<file path="src/rtl/dcache_tag_ctrl_if.sv">
// ---------------------------------------------------------------------------
// dcache_tag_ctrl_if
// Bundles the requester, response and tag-RAM signals of dcache_tag_ctrl.
//   Requester -> ctrl : flush_req, upd_req/index/tag/valid/dirty,
//                       lkup_req/index/tag
//   Ctrl -> requester : ready, init_busy, resp_valid, resp_hit, resp_dirty,
//                       resp_victim_tag, dbg_state (current FSM state)
//   Ctrl <-> tag RAM  : tag_req, tag_wr_en, tag_addr, tag_wdata (out),
//                       tag_rdata (in)
// Handshake: a request is taken on a rising clock edge where ready=1 and
// its *_req is 1. While ready=0 requests are ignored and must be held by
// the requester. resp_valid is a one-cycle pulse that needs no acknowledge.
// Modports: slave = the controller, master = the requester / RAM side.
// ---------------------------------------------------------------------------
interface dcache_tag_ctrl_if #(
  parameter int NUM_SETS   = 2048,
  parameter int ADDR_WIDTH = $clog2(NUM_SETS),
  parameter int NUM_COL    = 4,
  parameter int COL_WIDTH  = 8,
  parameter int DATA_WIDTH = NUM_COL * COL_WIDTH,
  parameter int TAG_WIDTH  = 19
) ();
  logic                  flush_req;
  logic                  upd_req;
  logic [ADDR_WIDTH-1:0] upd_index;
  logic [TAG_WIDTH-1:0]  upd_tag;
  logic                  upd_valid;
  logic                  upd_dirty;
  logic                  lkup_req;
  logic [ADDR_WIDTH-1:0] lkup_index;
  logic [TAG_WIDTH-1:0]  lkup_tag;
  logic                  ready;
  logic                  init_busy;
  logic                  resp_valid;
  logic                  resp_hit;
  logic                  resp_dirty;
  logic [TAG_WIDTH-1:0]  resp_victim_tag;
  logic                  tag_req;
  logic [NUM_COL-1:0]    tag_wr_en;
  logic [ADDR_WIDTH-1:0] tag_addr;
  logic [DATA_WIDTH-1:0] tag_wdata;
  logic [DATA_WIDTH-1:0] tag_rdata;
  logic [2:0]            dbg_state;

  modport slave (
    input  flush_req, upd_req, upd_index, upd_tag, upd_valid, upd_dirty,
           lkup_req, lkup_index, lkup_tag, tag_rdata,
    output ready, init_busy, resp_valid, resp_hit, resp_dirty,
           resp_victim_tag, tag_req, tag_wr_en, tag_addr, tag_wdata, dbg_state
  );

  modport master (
    output flush_req, upd_req, upd_index, upd_tag, upd_valid, upd_dirty,
           lkup_req, lkup_index, lkup_tag, tag_rdata,
    input  ready, init_busy, resp_valid, resp_hit, resp_dirty,
           resp_victim_tag, tag_req, tag_wr_en, tag_addr, tag_wdata, dbg_state
  );
endinterface

</file>
<file path="src/rtl/dcache_tag_ctrl.sv">
// ---------------------------------------------------------------------------
// dcache_tag_ctrl
// Requester-side controller for the data-cache tag RAM. After reset or a
// flush it sweeps every set to invalid, then serves tag updates and tag
// lookups one at a time, so the RAM port never sees a read/write hazard.
// Ports:
//   clk  - clock
//   rst  - asynchronous reset, active-high
//   bus  - dcache_tag_ctrl_if.slave (requests, responses, tag RAM port)
// Entry format: [DATA_WIDTH-1]=valid, [DATA_WIDTH-2]=dirty,
//               [TAG_WIDTH-1:0]=tag, remaining bits 0.
// Every output is a register. The next-cycle output values are computed
// together with the next state, so each output register always shows what
// the current state drives.
// ---------------------------------------------------------------------------
module dcache_tag_ctrl #(
  parameter int NUM_SETS   = 2048,
  parameter int ADDR_WIDTH = $clog2(NUM_SETS),
  parameter int NUM_COL    = 4,
  parameter int COL_WIDTH  = 8,
  parameter int DATA_WIDTH = NUM_COL * COL_WIDTH,
  parameter int TAG_WIDTH  = 19
) (
  input  logic                 clk,
  input  logic                 rst,
  dcache_tag_ctrl_if.slave     bus
);
  // One extra bit so the counter can reach NUM_SETS: it holds the next set
  // to write, and NUM_SETS means the sweep has issued its last write.
  localparam int CTR_W = ADDR_WIDTH + 1;

  typedef enum logic [2:0] {
    ST_INIT = 3'd0,
    ST_IDLE = 3'd1,
    ST_RD   = 3'd2,
    ST_CMP  = 3'd3,
    ST_WR   = 3'd4
  } state_e;

  state_e                state_q, state_d;
  logic [CTR_W-1:0]      ctr_q, ctr_d;
  logic [TAG_WIDTH-1:0]  ltag_q, ltag_d;

  logic                  ready_q, ready_d;
  logic                  init_busy_q, init_busy_d;
  logic                  resp_valid_q, resp_valid_d;
  logic                  resp_hit_q, resp_hit_d;
  logic                  resp_dirty_q, resp_dirty_d;
  logic [TAG_WIDTH-1:0]  resp_vtag_q, resp_vtag_d;
  logic                  tag_req_q, tag_req_d;
  logic [NUM_COL-1:0]    tag_wr_en_q, tag_wr_en_d;
  logic [ADDR_WIDTH-1:0] tag_addr_q, tag_addr_d;
  logic [DATA_WIDTH-1:0] tag_wdata_q, tag_wdata_d;

  logic [DATA_WIDTH-1:0] upd_entry;

  always_comb begin
    upd_entry                 = '0;
    upd_entry[DATA_WIDTH-1]   = bus.upd_valid;
    upd_entry[DATA_WIDTH-2]   = bus.upd_dirty;
    upd_entry[TAG_WIDTH-1:0]  = bus.upd_tag;
  end

  always_comb begin
    state_d      = state_q;
    ctr_d        = ctr_q;
    ltag_d       = ltag_q;
    resp_valid_d = 1'b0;
    resp_hit_d   = resp_hit_q;
    resp_dirty_d = resp_dirty_q;
    resp_vtag_d  = resp_vtag_q;
    tag_req_d    = 1'b0;
    tag_wr_en_d  = '0;
    tag_addr_d   = tag_addr_q;
    tag_wdata_d  = tag_wdata_q;

    case (state_q)
      ST_INIT: begin
        if (ctr_q < CTR_W'(NUM_SETS)) begin
          tag_req_d   = 1'b1;
          tag_wr_en_d = '1;
          tag_addr_d  = ctr_q[ADDR_WIDTH-1:0];
          tag_wdata_d = '0;
          ctr_d       = ctr_q + CTR_W'(1);
        end else begin
          state_d = ST_IDLE;
        end
      end
      ST_IDLE: begin
        if (bus.flush_req) begin
          // Restart the sweep; set 0 is written on this same edge.
          state_d     = ST_INIT;
          tag_req_d   = 1'b1;
          tag_wr_en_d = '1;
          tag_addr_d  = '0;
          tag_wdata_d = '0;
          ctr_d       = CTR_W'(1);
        end else if (bus.upd_req) begin
          state_d     = ST_WR;
          tag_req_d   = 1'b1;
          tag_wr_en_d = '1;
          tag_addr_d  = bus.upd_index;
          tag_wdata_d = upd_entry;
        end else if (bus.lkup_req) begin
          state_d    = ST_RD;
          tag_req_d  = 1'b1;
          tag_addr_d = bus.lkup_index;
          ltag_d     = bus.lkup_tag;
        end
      end
      ST_RD: begin
        state_d = ST_CMP;
      end
      ST_CMP: begin
        // tag_rdata carries the entry read during RD.
        state_d      = ST_IDLE;
        resp_valid_d = 1'b1;
        resp_hit_d   = bus.tag_rdata[DATA_WIDTH-1] &&
                       (bus.tag_rdata[TAG_WIDTH-1:0] == ltag_q);
        resp_dirty_d = bus.tag_rdata[DATA_WIDTH-1] && bus.tag_rdata[DATA_WIDTH-2];
        resp_vtag_d  = bus.tag_rdata[TAG_WIDTH-1:0];
      end
      ST_WR: begin
        state_d = ST_IDLE;
      end
      default: begin
        state_d = ST_INIT;
        ctr_d   = '0;
      end
    endcase

    ready_d     = (state_d == ST_IDLE);
    init_busy_d = (state_d == ST_INIT);
  end

  always_ff @(posedge clk or posedge rst) begin
    if (rst) begin
      state_q      <= ST_INIT;
      ctr_q        <= '0;
      ltag_q       <= '0;
      ready_q      <= 1'b0;
      init_busy_q  <= 1'b0;
      resp_valid_q <= 1'b0;
      resp_hit_q   <= 1'b0;
      resp_dirty_q <= 1'b0;
      resp_vtag_q  <= '0;
      tag_req_q    <= 1'b0;
      tag_wr_en_q  <= '0;
      tag_addr_q   <= '0;
      tag_wdata_q  <= '0;
    end else begin
      state_q      <= state_d;
      ctr_q        <= ctr_d;
      ltag_q       <= ltag_d;
      ready_q      <= ready_d;
      init_busy_q  <= init_busy_d;
      resp_valid_q <= resp_valid_d;
      resp_hit_q   <= resp_hit_d;
      resp_dirty_q <= resp_dirty_d;
      resp_vtag_q  <= resp_vtag_d;
      tag_req_q    <= tag_req_d;
      tag_wr_en_q  <= tag_wr_en_d;
      tag_addr_q   <= tag_addr_d;
      tag_wdata_q  <= tag_wdata_d;
    end
  end

  assign bus.ready           = ready_q;
  assign bus.init_busy       = init_busy_q;
  assign bus.resp_valid      = resp_valid_q;
  assign bus.resp_hit        = resp_hit_q;
  assign bus.resp_dirty      = resp_dirty_q;
  assign bus.resp_victim_tag = resp_vtag_q;
  assign bus.tag_req         = tag_req_q;
  assign bus.tag_wr_en       = tag_wr_en_q;
  assign bus.tag_addr        = tag_addr_q;
  assign bus.tag_wdata       = tag_wdata_q;
  assign bus.dbg_state       = state_q;
endmodule

</file>
<file path="src/flat_wrapper.sv">
// flat-port wrapper written by rule: the top's interface ports become plain ports
module dcache_tag_ctrl_flat 
#(
  parameter int NUM_SETS   = 2048,
  parameter int ADDR_WIDTH = $clog2(NUM_SETS),
  parameter int NUM_COL    = 4,
  parameter int COL_WIDTH  = 8,
  parameter int DATA_WIDTH = NUM_COL * COL_WIDTH,
  parameter int TAG_WIDTH  = 19
)
  (clk, rst, bus_flush_req, bus_upd_req, bus_upd_index, bus_upd_tag, bus_upd_valid, bus_upd_dirty, bus_lkup_req, bus_lkup_index, bus_lkup_tag, bus_tag_rdata, bus_ready, bus_init_busy, bus_resp_valid, bus_resp_hit, bus_resp_dirty, bus_resp_victim_tag, bus_tag_req, bus_tag_wr_en, bus_tag_addr, bus_tag_wdata, bus_dbg_state);
  dcache_tag_ctrl_if #(.NUM_SETS(NUM_SETS), .ADDR_WIDTH(ADDR_WIDTH), .NUM_COL(NUM_COL), .COL_WIDTH(COL_WIDTH), .DATA_WIDTH(DATA_WIDTH), .TAG_WIDTH(TAG_WIDTH)) bus_i ();
  input  logic clk;
  input  logic rst;
  input wire logic [$bits(bus_i.flush_req)-1:0] bus_flush_req;
  input wire logic [$bits(bus_i.upd_req)-1:0] bus_upd_req;
  input wire logic [$bits(bus_i.upd_index)-1:0] bus_upd_index;
  input wire logic [$bits(bus_i.upd_tag)-1:0] bus_upd_tag;
  input wire logic [$bits(bus_i.upd_valid)-1:0] bus_upd_valid;
  input wire logic [$bits(bus_i.upd_dirty)-1:0] bus_upd_dirty;
  input wire logic [$bits(bus_i.lkup_req)-1:0] bus_lkup_req;
  input wire logic [$bits(bus_i.lkup_index)-1:0] bus_lkup_index;
  input wire logic [$bits(bus_i.lkup_tag)-1:0] bus_lkup_tag;
  input wire logic [$bits(bus_i.tag_rdata)-1:0] bus_tag_rdata;
  output wire logic [$bits(bus_i.ready)-1:0] bus_ready;
  output wire logic [$bits(bus_i.init_busy)-1:0] bus_init_busy;
  output wire logic [$bits(bus_i.resp_valid)-1:0] bus_resp_valid;
  output wire logic [$bits(bus_i.resp_hit)-1:0] bus_resp_hit;
  output wire logic [$bits(bus_i.resp_dirty)-1:0] bus_resp_dirty;
  output wire logic [$bits(bus_i.resp_victim_tag)-1:0] bus_resp_victim_tag;
  output wire logic [$bits(bus_i.tag_req)-1:0] bus_tag_req;
  output wire logic [$bits(bus_i.tag_wr_en)-1:0] bus_tag_wr_en;
  output wire logic [$bits(bus_i.tag_addr)-1:0] bus_tag_addr;
  output wire logic [$bits(bus_i.tag_wdata)-1:0] bus_tag_wdata;
  output wire logic [$bits(bus_i.dbg_state)-1:0] bus_dbg_state;
  assign bus_i.flush_req = bus_flush_req;
  assign bus_i.upd_req = bus_upd_req;
  assign bus_i.upd_index = bus_upd_index;
  assign bus_i.upd_tag = bus_upd_tag;
  assign bus_i.upd_valid = bus_upd_valid;
  assign bus_i.upd_dirty = bus_upd_dirty;
  assign bus_i.lkup_req = bus_lkup_req;
  assign bus_i.lkup_index = bus_lkup_index;
  assign bus_i.lkup_tag = bus_lkup_tag;
  assign bus_i.tag_rdata = bus_tag_rdata;
  assign bus_ready = bus_i.ready;
  assign bus_init_busy = bus_i.init_busy;
  assign bus_resp_valid = bus_i.resp_valid;
  assign bus_resp_hit = bus_i.resp_hit;
  assign bus_resp_dirty = bus_i.resp_dirty;
  assign bus_resp_victim_tag = bus_i.resp_victim_tag;
  assign bus_tag_req = bus_i.tag_req;
  assign bus_tag_wr_en = bus_i.tag_wr_en;
  assign bus_tag_addr = bus_i.tag_addr;
  assign bus_tag_wdata = bus_i.tag_wdata;
  assign bus_dbg_state = bus_i.dbg_state;
  dcache_tag_ctrl #(.NUM_SETS(NUM_SETS), .ADDR_WIDTH(ADDR_WIDTH), .NUM_COL(NUM_COL), .COL_WIDTH(COL_WIDTH), .DATA_WIDTH(DATA_WIDTH), .TAG_WIDTH(TAG_WIDTH)) u_core (.clk(clk), .rst(rst), .bus(bus_i));
endmodule
</file>
<file path="config.mk">
export PLATFORM = sky130hd
export DESIGN_NAME = dcache_tag_ctrl_flat
export DESIGN_NICKNAME = d
export VERILOG_FILES = /design/src/rtl/dcache_tag_ctrl_if.sv /design/src/rtl/dcache_tag_ctrl.sv /design/src/flat_wrapper.sv
export SDC_FILE = /design/constraint.sdc
export NUM_CORES = 1
export LEC_CHECK = 0
export ABC_AREA = 1
export CAP_MARGIN = 20
export CELL_PAD_IN_SITES_DETAIL_PLACEMENT = 2
export CELL_PAD_IN_SITES_GLOBAL_PLACEMENT = 2
export CORE_UTILIZATION = 27
export DETAILED_ROUTE_END_ITERATION = 10
export GPL_ROUTABILITY_DRIVEN = 0
export PLACE_DENSITY_LB_ADDON = 0.12
export REMOVE_ABC_BUFFERS = 1
export SLEW_MARGIN = 15
export SYNTH_ARGS = -nofsm -noshare
export SYNTH_HDL_FRONTEND = slang
export SYNTH_SLANG_ARGS = --single-unit
</file>
<file path="constraint.sdc">
create_clock -name clk -period 6.62 [get_ports clk]
set_input_delay 0.662 -clock clk [delete_from_list [all_inputs] [get_ports clk]]
set_output_delay 0.662 -clock clk [all_outputs]
set_load 0.01 [all_outputs]
</file>
---- Word level (Yosys, flattened, before mapping) ----
Index checks and enable logic that the tools add are counted.
word-level totals
  input port bits ......................... 99
  register bits after elaboration ......... 106
  output and inout bits ................... 75
operators by class
  equal/unequal tests ..................... 10
  reductions and logical operators ........ 11
  muxes and demuxes ....................... 27
  $add $sub $neg .......................... 1
  bitwise gates (word level) .............. 3
  $lt $le $gt $ge ......................... 1
operators by type and width
  cell                                                 number
  2-to-1 mux 32 bit                                    3
  case mux 32 bit (2 select lines)                     1
  2-to-1 mux 11 bit                                    4
  case mux 12 bit (3 select lines)                     1
  2-to-1 mux 12 bit                                    2
  case mux 11 bit (2 select lines)                     1
  equality test 19 bit                                 1
  adder 12 x 1 -> 12 bit, second input constant        1
  less-than comparator 12 bit, second input constant   1
  2-to-1 mux 3 bit                                     4
  2-to-1 mux 4 bit                                     3
  case mux 3 bit (4 select lines)                      1
  AND reduction 3 bit                                  3
  case mux 4 bit (2 select lines)                      1
  equality test 3 x 1 -> 1 bit, second input constant  2
  equality test 3 x 2 -> 1 bit, second input constant  2
  logical NOT 3 bit                                    2
  2-to-1 mux 1 bit                                     5
  != test 4 bit, second input constant                 1
  AND reduction 4 bit                                  1
  equality test 3 bit, second input constant           1
  != test 3 bit, second input constant                 1
  inverter 1 bit                                       3
  OR reduction 3 bit                                   1
  6 further kinds                                      7

---- Depth between registers and ports, before layout ----
  depth after elaboration ................. 5
  gate-level depth with buffers ........... 8
  gate-level depth less buffers ........... 8

---- Worst setup path after synthesis ----
No wires, ideal clock.
  path kind ............................... input-to-reg
  from .................................... input bus_upd_req
  to ...................................... register u_core.ltag_q[15]
  buffers on the path ..................... 1
  setup slack ............................. 5.151 ns
  setup time .............................. 0.119 ns
  stages .................................. 7
  arrival ................................. 1.350 ns
  data required time ...................... 6.501 ns
  cell sequence ........................... inv_1 nand2_1 nor2_4 nand2_4 buf_6 nor2_2 a21oi_2
between the ends
  longest elaborated chain between the ends .. 2
ends and longest elaborated chain
  item                           RTL line                source
  from (decl)                    flat_wrapper.sv:16      input wire logic [$bits(bus_i.upd_req)-1:0] bus_upd_req;
  inverter 1 bit (no line)       n/a
  AND reduction 4 bit (no line)  n/a
  to (signal assigned)           dcache_tag_ctrl.sv:154  ltag_q <= ltag_d;
  to (decl)                      dcache_tag_ctrl.sv:42   logic [TAG_WIDTH-1:0] ltag_q, ltag_d;
No other way between the ends.
A chain may end at the register's enable or synchronous reset.

---- Worst setup path after layout ----
  from .................................... input bus_upd_req
  to ...................................... register u_core.tag_wdata_q[18] (netlist: u_core.bus.tag_wdata[18])
between the ends
  longest elaborated chain between the ends .. 2
ends and longest elaborated chain
  item                           RTL line                source
  != test 3 bit (no line)        n/a
  AND reduction 3 bit (no line)  n/a
  to (signal assigned)           dcache_tag_ctrl.sv:164  tag_wdata_q <= tag_wdata_d;
  to (decl)                      dcache_tag_ctrl.sv:53   logic [DATA_WIDTH-1:0] tag_wdata_q, tag_wdata_d;
No other way between the ends.

==> summary.md <==
| Metric | Value |
|---|---|
| Final Hold Viols | 0 |
| CTS Sinks | 92 |
| Layer with the highest usage | met2 |
| Outcome | complete, no violations |
| Root buf cell | clkbuf_16 |
| DRC | 0 |
| CP Cell Sequence | clkdlybuf4s50_1, buf_4, inv_1, nand2_1, nand2_1, nand2_2, nand3_1, nand2_1 |
| Top cell type's share of synthesized area | 49.16% |
| Area contributors post-synth | dfrtp_1 49%, nand2_1 14%, nand3_1 6.0% |
| WL/cell | 16.33 um |
| Pre-CTS setup slack | 3.175 ns |
| Netlist cell types | 31 |
| Post-synth top area cell | dfrtp_1 |
| CTS H-tree lvls | 3 |
| Worst-case hold path end point | u_core.bus.resp_victim_tag[16]$_DFFE_PP0P_ |
| DR iter-0 viols | 144 |
| Top FF cell, synth | dfrtp_1 |
| Min-delay src | u_core.bus.resp_victim_tag[16]$_DFFE_PP0P_ |
| Critical path fanouts, max | 22 |
| Clk slew on worst S/H paths | 0.07 ns |
| Area delta synth->final | 40.26% |
| Core ar. | 0.01676 mm2 |
| Reg-to-reg endpoint | u_core.bus.tag_wdata[18]$_DFFE_PP0P_ |
| Maximum VDD drop | 0.1939 mV |
| Total track usage | 17.52% |
| Top cell by count, worst path | nand2_1 |
| Post-synth EDFFs | 0 |
| Met3 Use GR | 3.501% |
| Critical Path AT | 3.30 ns |
| N_diodes | 0 |
| CP max stage cell | nand2_1 |
| Unrepaired setup endpoints after global routing | false |
| DR pass1 iterations | 4 |
| Met2 Usage GRT | 31.58% |
| First-pass GRT wire length | 24310 um |
| Grt ovf | 0 |
| CP endpoint kind | flop |
| Setup TNS | 0 ns |
| Avg Cell Area, Syn | 8.173 um2 |
| Maxcap violations | 0 |
| Nets | 811 |
| Leakage | 3.175 nW |
| Number of synthesized register bits | 92 |
| Worst endpoint required time | 6.85 ns |
| Pwr dens | 387.8 mW/mm2 |
| # rows | 47 |
| Post-route ant nets | 0 |
| Sequential cell area fraction in the yosys report | 49.16% |
| Reg2Reg Launch Point | u_core.bus.dbg_state[0]$_DFF_PP0_ |
| Worst reg2reg path depth | 7 |
| WHS Path Cells | 2 |
| Starting Density | 27.94% |
| Total power | 2.548 mW |
| Achievable Freq | 0.3263 GHz |
| CTS hold repair buffers | 0 |
| Total CTS buffers | 9 |
| Post-CTS Setup Repair Bufs | 0 |
| Max Slew Vio Count | 0 |
| Final setup vio count | 0 |
| Post_cts resized | 0 |
| Vias per cell | 4.608 |
| Mapped Cells | 573 |
| CP peak stage delay | 0.68 ns |
| CTS tree | done |
| Met1 usage | 20.70% |
| Share of flip-flops with an asynchronous set or reset | 100.0% |
| Die height | 133.7 um |
| Worst reg2reg setup slack | 4.10 ns |
| Clock skew | 0.01249 ns |
| Bufs on Longest Clock Path | 2 |
| Fin crit share | 46.29% |
| YS warnings | 0 |
| Crit Path Class | input port to flop |
| Clock Latency Late Sink | 0.34 ns |
| Commonest cells post-synth | 179 x nand2_1, 92 x dfrtp_1, 56 x nand3_1, 54 x inv_1, 38 x nor2_1 |
| Layout cells sized above 1 | 10.06% |
| IO Pins | 174 |
| Top-count cell post-synth | nand2_1 |
| IO Port Bufs | 151 |
| Vias after detailed routing | 4313 |
| CP top delay family | simple AND/OR/NAND/NOR gates |
| Worst-Margin Slew | 0.8709 ns |
| Rel. slew slack | 41.80% |
| Largest net degree at the start of global routing | 64 |
| Startpoint types | input port |
| Final setup margin | 3.556 ns |
| Die width | 133.7 um |
| Final HPWL DP | 11080 um |
| Detailed-route wire length | 15290 um |
| Fillers | 1878 |
| Die area | 0.01788 mm2 |
| Min Tclk post-route | 3.064 ns |
| Synth Cell Area | 0.004683 mm2 |
| CP Buf/Inv Count | 3 |
| Min-delay worst type | flop to flop |
| Antenna violations before repair | 0 |
| Number of global-route vias before repair | 4742 |
registers in the layout, summed over array words and instances, names as in the netlist, 3 cells and up:
signal,cells
u_core.bus.resp_victim_tag,19
u_core.bus.dbg_state,3
u_core.bus.tag_addr,11
u_core.bus.tag_wdata,21
u_core.ctr_q,12
u_core.ltag_q,19
metal layers:
layer / part of all wire (%) / vias to the layer above / wire length (um)
li1: - / 2071 / -
met1: 42 / 2119 / 6355
met2: 52 / 110 / 8012
met3: 4.7 / 13 / 720
met4: 1.3 / 0 / 200
met5: 0 / - / 0
cell type report:
cell class	instances	area (um2)	share of cell area [%]
repair buffers	154	1534	23.35
clock inverters	5	58.81	0.8952
flip-flops and latches	92	2302	35.05
well taps	220	275.3	4.190
clock buffers	11	242.7	3.695
inverters	59	224.0	3.410
multi-input cells	395	1932	29.41
cell families after synthesis:
family | after synthesis | share of synthesized area [%]
buf+inv | 96 | 10.39
xor+xnor | 1 | 0.1870
fa+ha+maj | 1 | 0.2671
other cells | 1 | 0.08007
simple gates | 308 | 29.01
compound gates | 74 | 10.90
flops | 92 | 49.16
where the power goes:
group / total, mW / leakage [nW] / switching [mW] / internal [mW]
combinational: 1.13 / 1.89 / 0.653 / 0.479
sequential: 0.883 / 1.14 / 0.129 / 0.755
clock: 0.532 / 0.142 / 0.228 / 0.304
how the worst max path moves through the flow:
stage                 from                                    to  slack (ns)  cells past startpoint
2_1_floorplan          rst     u_core.bus.dbg_state[0]$_DFF_PP0_        3.57                      1
3_5_place_dp   bus_upd_req  u_core.bus.tag_wdata[18]$_DFFE_PP0P_        3.18                      8
6_report       bus_upd_req  u_core.bus.tag_wdata[18]$_DFFE_PP0P_        3.56                      8
3_3_place_gp   bus_upd_req   u_core.bus.tag_wdata[7]$_DFFE_PP0P_        3.30                      8
5_1_grt        bus_upd_req  u_core.bus.tag_wdata[18]$_DFFE_PP0P_        3.33                      8
4_1_cts        bus_upd_req  u_core.bus.tag_wdata[18]$_DFFE_PP0P_        3.54                      8
worst reg2reg max path, cell delays in order (launching register included):
cell and delay, ns:
dfrtp_1 0.46, nor2_1 0.19, inv_2 0.06, nor2_2 0.46
nand2_2 0.50, nand2_2 0.52, nand3_1 0.18, nand2_1 0.10
metrics by stage:
step / area, um2 / hold WS [ns] / utilization, % / cells
after detailed placement: 6267 / 0.4727 / 37.39 / 920
after global placement: 6267 / 0.4627 / 37.39 / 920
final: 6569 / 0.4862 / 39.19 / 936
after floorplan: 4456 / 0.4586 / - / 546
after CTS: 6569 / 0.4913 / 39.19 / 936
after global routing: 6569 / 0.5264 / 39.19 / 936
cells in the final DEF (no fill, tap or decap), drive strengths merged, types with 2 or more instances in the layout:
master,count
conb,11
nor3,3
clkdlybuf4s50,151
buf,3
or2,2
nor2,53
nand3,57
a22oi,10
dfrtp,92
clkinvlp,2
a21oi,31
o21ai,29
nand4,10
nand2,183
clkbuf,11
inv,60
o21bai,2
Note: power is estimated with default switching activity, not from simulation.
